<file path="config.mk">
export PLATFORM = sky130hd
export DESIGN_NAME = paralelo_serial_tx
export DESIGN_NICKNAME = d
export VERILOG_FILES = /design/src/rtl/paralelo_serial_tx.sv
export SDC_FILE = /design/constraint.sdc
export NUM_CORES = 1
export LEC_CHECK = 0
export CELL_PAD_IN_SITES_DETAIL_PLACEMENT = 0
export CELL_PAD_IN_SITES_GLOBAL_PLACEMENT = 1
export CORE_AREA = 2 2 68 51
export CTS_CLUSTER_DIAMETER = 120
export CTS_CLUSTER_SIZE = 8
export DETAILED_ROUTE_END_ITERATION = 10
export DIE_AREA = 0 0 70 53
export PLACE_DENSITY_LB_ADDON = 0.1
export RECOVER_POWER = 100
export SYNTH_ARGS = -nofsm -noshare
export SYNTH_HDL_FRONTEND = slang
export SYNTH_SLANG_ARGS = --single-unit
</file>
<file path="constraint.sdc">
create_clock -name clk_32f -period 4.42 [get_ports clk_32f]
set_input_delay 1.105 -clock clk_32f [delete_from_list [all_inputs] [get_ports clk_32f]]
set_output_delay 1.105 -clock clk_32f [all_outputs]
set_load 0.03 [all_outputs]
</file>
<file path="src/rtl/paralelo_serial_tx.sv">
// Byte-to-serial transmitter: sends a comma burst after reset, then shifts out
// handshaked data bytes MSB-first, using comma bytes as idle fill.
module paralelo_serial_tx #(
    parameter logic [7:0]  COMMA      = 8'hBC,
    parameter int unsigned SYNC_BYTES = 4
) (
    input  logic       clk_32f,
    input  logic       rst,
    input  logic [7:0] data_in,
    input  logic       valid_in,
    output logic       ready_out,
    output logic       data_out,
    output logic       active_out
);

    localparam int unsigned CNT_W  = 3;
    localparam int unsigned BYTE_W = 8;
    localparam int unsigned SYNC_W = 4;

    typedef enum logic {
        SYNC   = 1'b0,
        ACTIVE = 1'b1
    } state_t;

    state_t              state_q, state_d;
    logic [CNT_W-1:0]    cnt_q, cnt_d;
    logic [BYTE_W-1:0]   tx_byte_q, tx_byte_d;
    logic [SYNC_W-1:0]   sync_cnt_q, sync_cnt_d;
    logic                data_q, data_d;
    logic                active_q, active_d;

    logic                boundary;
    logic                last_sync;
    logic [BYTE_W-1:0]   next_byte;

    assign boundary  = (cnt_q == CNT_W'(BYTE_W - 1));
    assign last_sync = (sync_cnt_q == SYNC_W'(SYNC_BYTES - 1));
    assign next_byte = valid_in ? data_in : COMMA;

    // Ready is the load window: only at a byte boundary once data may follow.
    assign ready_out = !rst && boundary && ((state_q == ACTIVE) || last_sync);

    // State register with synchronous reset.
    always_ff @(posedge clk_32f) begin
        if (rst) begin
            state_q    <= SYNC;
            cnt_q      <= '0;
            tx_byte_q  <= COMMA;
            sync_cnt_q <= '0;
            data_q     <= 1'b0;
            active_q   <= 1'b0;
        end else begin
            state_q    <= state_d;
            cnt_q      <= cnt_d;
            tx_byte_q  <= tx_byte_d;
            sync_cnt_q <= sync_cnt_d;
            data_q     <= data_d;
            active_q   <= active_d;
        end
    end

    // Next-state: shift one bit per cycle and choose the next byte at a boundary.
    always_comb begin
        state_d    = state_q;
        cnt_d      = cnt_q + CNT_W'(1);
        tx_byte_d  = tx_byte_q;
        sync_cnt_d = sync_cnt_q;
        data_d     = tx_byte_q[~cnt_q];
        active_d   = active_q;

        if (boundary) begin
            unique case (state_q)
                SYNC: begin
                    if (last_sync) begin
                        state_d   = ACTIVE;
                        active_d  = 1'b1;
                        tx_byte_d = next_byte;
                    end else begin
                        sync_cnt_d = sync_cnt_q + SYNC_W'(1);
                        tx_byte_d  = COMMA;
                    end
                end
                ACTIVE: begin
                    tx_byte_d = next_byte;
                end
                default: begin
                    state_d = SYNC;
                end
            endcase
        end
    end

    assign data_out   = data_q;
    assign active_out = active_q;

endmodule

</file>
==> results of run 1 <==
==> area by class of cell <==
cell class | instances | area share
clock buffers | 4 | 0.0515
well taps | 38 | 0.0445
inverters | 7 | 0.0246
multi-input cells | 59 | 0.403
flip-flops and latches | 18 | 0.337
repair buffers | 16 | 0.139
==> layout by cell type (no fill, tap or decap), types with 5 or more instances in the layout <==
cell type / synthesis / layout
dfxtp_1: 18 / 18
a21oi_1: 9 / 9
clkdlybuf4s50_1: 0 / 9
o2111ai_1: 7 / 7
inv_1: 7 / 7
nor2_1: 6 / 6
a21o_1: 6 / 6
o21ai_0: 5 / 5
or2_2: 5 / 5
==> power by group through the flow <==
stage	Sequential, mW	Clock, mW	Combinational [mW]
final	0.168	0.136	0.0264
after global routing	0.169	0.151	0.0293
after CTS	0.169	0.142	0.0278
after detailed placement	0.172	0	0.0277
after global placement	0.172	0	0.0276
after floorplan	0.173	0	0.0133
==> synthesized netlist by cell type <==
library cell and instances:
buf_6 5, a311oi_1 1, o21ai_0 5, o2111ai_2 1, nand4b_1 1, inv_1 7, a21oi_1 9, nand3b_1 1
nand3_1 1, mux2i_1 2, or2_2 5, dfxtp_1 18, mux4_2 1, nand2b_1 4, nor2_1 6, buf_2 1
nor2b_1 3, o2111ai_1 7, a21o_1 6, clkbuf_1 1, or3_1 2, ha_1 3, nor3b_4 1
==> stage by stage <==
stage / hold WS, ns / util / power [mW]
after floorplan: 0.430 / - / 0.187
after global placement: 0.445 / 0.337 / 0.200
after detailed placement: 0.462 / 0.337 / 0.200
after CTS: 0.475 / 0.355 / 0.338
after global routing: 0.500 / 0.354 / 0.349
final: 0.467 / 0.354 / 0.331
==> kinds of logic (layout without fill, tap and decap cells) <==
logic type               after synthesis  in the layout  share of synthesized area
AND/OR/NAND/NOR                       24             24                      0.170
multiplexers                           3              3                     0.0482
AO/OA/AOI/OAI                         29             29                      0.227
buffers and inverters                 14             27                      0.104
flip-flops                            18             18                      0.409
adder cells (fa/ha/maj)                3              3                     0.0426
==> per-layer routing <==
layer | share of wire | wire, um
met1 | 0.55 | 996
met2 | 0.39 | 699
met3 | 0.053 | 97
met4 | 0.012 | 21
met5 | 0 | 0
==> worst max-delay path: cells and delay by family <==
| family | cells | cell delay, ns |
|---|---|---|
| buf+inv | 2 | 1.32 |
| simple gates | 1 | 0.11 |
==> how the worst max path moves through the flow <==
| stage | from | to | slack [ns] | cells past startpoint |
|---|---|---|---|---|
| after floorplan | rst | ready_out | 1.43 | 3 |
| after global placement | rst | ready_out | 0.93 | 3 |
| after detailed placement | rst | ready_out | 0.96 | 3 |
| after CTS | rst | ready_out | 0.94 | 3 |
| after global routing | rst | ready_out | 0.72 | 3 |
| final | rst | ready_out | 0.78 | 3 |
==> flip-flops by register name, summed over array words and instances, names as in the netlist <==
signal and count:
active_out 1, cnt_q 3, data_out 1, state_q 1, sync_cnt_q 4, tx_byte_q 8
==> flow_summary.toml, run 1 <==
[timing]
period_share = 0.823
worst_pin_slew_ns = 0.788
setup_viol = 0
finClkSkew_ns = 0.00266
relSlewSlack = 0.474
rsz0062_at_grt = "false"
drv_slew = 0
hold_violations = 0
layout_setup_ws_ns = 0.782
fin_setup_tns_ns = 0
min_period_ns = 3.64
max_freq_mhz = 275

[worst_setup_path]
arrival_ns = 2.53
reg2regPathDepth = 6
cpPeakStageDelay_ns = 0.75
crit_chain = "dlygate4sd3_1 > nor2_1 > dlygate4sd3_1"
crit_top_cell = "dlygate4sd3_1"
cp_max_fo = 2
worstReg2RegEnd = "sync_cnt_q[3]"
endpoint_kind = "output port"
crit_path_start_kind = "input pin"
critPathRequiredTime_ns = 3.31
regToRegSetupSlack_ns = 2.74
crit_type = "in -> out"
worst_r2r_startpoint = "cnt_q[1]"
slowest_stage = "dlygate4sd3_1"

[global_routing]
antenna_found_initial = 0
busiest_layer = "met2"
met3_usage = 0.0457
grt_use_met2 = 0.163
use_met1 = 0.154
grt_pass1_wl_um = 3200
grt_max_degree = 21
grt_pass1_vias = 645
track_usage = 0.114
grt-ovfl-total = 0

[final_layout]
drive_above_1_share = 0.135
seq_area_um2 = 360
syn2layout_area_growth_pct = 21.1
final.fill_count = 317
fin_nets = 119
multi_input_area_um2 = 430
diodes = 0
final_area_um2 = 1070
final_cells = 142

[power]
switchingPower_uw = 71.3
p_comb_frac = 0.080
p_seq_frac = 0.509
p_leak_nw = 0.389
pwr-share-clk = 0.412
ir_drop_mv = 0.138
p_sw_frac = 0.215
cellPowerDensity_nw_per_um2 = 310
p_int_uw = 260

[floorplan]
die_area_um2 = 3710
fp.dieH_um = 53
initial_core_util = 0.292
coreArea_um2 = 3020
io_pins = 14
core.rowCount = 17
dieWidth_um = 70

[routing]
firstDrtPassIters = 4
vias = 651
drcViolationCount = 0
drt_iter0_markers = 31
ant_nets = 0
drt-wirelength-per-cell_um = 12.8
drt-total-wl_um = 1810
viasPerCell = 4.58

[logic_synthesis]
synth_top_area_frac = 0.409
synth_fp_nets = 105
netlist_area_um2 = 882
synth-warning-count = 0
synth_seq_cells = 18
ys_top_cells_by_area = "dfxtp_1 41%, o2111ai_1 7.0%, buf_6 6.4%, a21oi_1 5.1%, a21o_1 5.1%"
yosysTopAreaCell = "dfxtp_1"
seq_area_frac_synth = 0.409
syn-instance-count = 91
synth.avg_cell_area_um2 = 9.69
synth_cell_types = 23

[clock_tree]
clockBufferDepth = 2
htree_levels = 1
cts-root-buf = "clkbuf_8"
ctsResizeCount = 0
cts_tree = "yes"
clk_latency_ns = 0.25
clkTransAtPathRegs_ns = 0.07
cts_setup_buffers = 0
cts_sinks = 18
cts_made_buffers = 3
hold_buffers = 0

[placed_design]
dp_cells = 138
place.gp.congestion = 0.784
dp.final_hpwl_um = 1280
place_area_um2 = 1020
preCtsSetupSlack_ns = 0.956
portBuffers = 13

[hold_path]
whs_path_depth = 1
min_path_type = "reg -> reg"
min_to = "cnt_q[0]"
hold_start = "cnt_q[0]"

[run_status]
status = "finished, final reports clean"

[job]
timing.max_cap.violations = 0
Note: power is estimated with default switching activity, not from simulation.
==> run 2, diff against run 1 <==
Clock period 4.42 ns to 3.35 ns, I/O delays scaled along.
==> flow_summary.toml, run 2 (synthesis gave the netlist of run 1 again) <==
[worst_setup_path]
regToRegSetupSlack_ns = 1.64
cp_max_fo = 2
crit_path_start_kind = "input pin"
endpoint_kind = "output port"
crit_start = "rst"
reg2regPathDepth = 6
arrival_ns = 2.22
worstReg2RegEnd = "sync_cnt_q[3]"
worst_r2r_startpoint = "cnt_q[1]"
critPathRequiredTime_ns = 2.51
crit_type = "in -> out"
critPathCapture = "ready_out"

[routing]
drt-wirelength-per-cell_um = 13.5
vias = 688
ant_nets = 0
drcViolationCount = 0
viasPerCell = 4.85
drt-total-wl_um = 1920
firstDrtPassIters = 4
drt_iter0_markers = 35

[global_routing]
grt_pass1_vias = 657
grt-ovfl-total = 0
grt_max_degree = 20
antenna_found_initial = 0
track_usage = 0.115
use_met1 = 0.151
grt_pass1_wl_um = 3150
grt_use_met2 = 0.165
met3_usage = 0.0533
busiest_layer = "met2"

[timing]
setup_viol = 0
worst_pin_slew_ns = 0.827
period_share = 0.914
rsz0062_at_grt = "false"
max_freq_mhz = 327
finClkSkew_ns = 0.00456
whs_ns = 0.461
fin_setup_tns_ns = 0
min_period_ns = 3.06
drv_slew = 0
hold_violations = 0
relSlewSlack = 0.449

[placed_design]
dp.final_hpwl_um = 1370
portBuffers = 13
place.gp.congestion = 0.689

[final_layout]
top_regs = "tx_byte_q x8, sync_cnt_q x4, cnt_q x3"
fin_nets = 119
diodes = 0
mostFrequentLayoutCells = "18 x dfxtp_1, 10 x clkdlybuf4s50_1, 9 x a21oi_1"
top_register = "tx_byte_q"
final_common_cell = "dfxtp_1"
largest_register_ffs = 8
syn2layout_area_growth_pct = 21.1
drive_above_1_share = 0.135

[floorplan]
coreArea_um2 = 3020
fp.dieH_um = 53
initial_core_util = 0.292
die_area_um2 = 3710
io_pins = 14
dieWidth_um = 70
core.rowCount = 17

[clock_tree]
ctsResizeCount = 0
htree_levels = 1
hold_buffers = 0
cts_sinks = 18
clkTransAtPathRegs_ns = 0.07
clk_latency_ns = 0.25
cts_tree = "yes"
clockBufferDepth = 2
cts-root-buf = "clkbuf_8"
cts_setup_buffers = 0
cts_made_buffers = 3

[run_status]
status = "finished, final reports clean"

[power]
ir_drop_mv = 0.204
p_leak_nw = 0.385
cellPowerDensity_nw_per_um2 = 411

[job]
timing.max_cap.violations = 0

[hold_path]
min_path_type = "reg -> reg"
## run 2: cell types whose count changed in the layout (fill, tap and decap cells not counted)
cell / delta
dlygate4sd3_1: -1
clkdlybuf4s50_1: +1
## run 2: worst min-delay path by stage
stage              endpoint    startpoint  cells past startpoint  slack, ns
6_report         active_out    active_out                      2       0.46
2_1_floorplan      cnt_q[0]      cnt_q[0]                      1       0.43
3_5_place_dp     active_out    active_out                      2       0.46
3_3_place_gp       cnt_q[0]      cnt_q[0]                      1       0.45
5_1_grt        tx_byte_q[6]  tx_byte_q[6]                      2       0.50
4_1_cts          active_out    active_out                      2       0.47
## run 2: layout make-up
type / instances / area, um^2
Sequential cell: 18 / 360
Clock buffer: 4 / 55.1
Inverter: 7 / 26.3
Fill cell: 323 / 1950
Tap cell: 38 / 47.5
Timing Repair Buffer: 16 / 149
Multi-Input combinational cell: 59 / 430
## run 2: critical path: stages
cell and delay [ns]:
dlygate4sd3_1 0.57, nor2_1 0.13, clkdlybuf4s50_1 0.69
## run 2: layer usage
layer  vias to the layer above  share of wire
met1                       323           0.52
met2                        12           0.41
met3                         2          0.056
met5                         -              0
met4                         0          0.014
li1                        351              -
## run 2: stage by stage
stage / instances / utilization / area (um^2) / setup WS, ns / power [mW]
6_report: 142 / 0.354 / 1070 / 0.288 / 0.439
5_1_grt: 142 / 0.354 / 1070 / 0.234 / 0.462
4_1_cts: 142 / 0.355 / 1070 / 0.400 / 0.448
3_5_place_dp: 138 / 0.337 / 1020 / 0.413 / 0.265
3_3_place_gp: 138 / 0.337 / 1020 / 0.383 / 0.264
2_1_floorplan: 91 / - / 882 / 0.891 / 0.246
## run 2: power by group
part	internal (mW)	switching, mW	total (mW)
Sequential	0.218	0.00397	0.222
Combinational	0.0204	0.0154	0.0358
Clock	0.104	0.0768	0.181
Total	0.343	0.0962	0.439
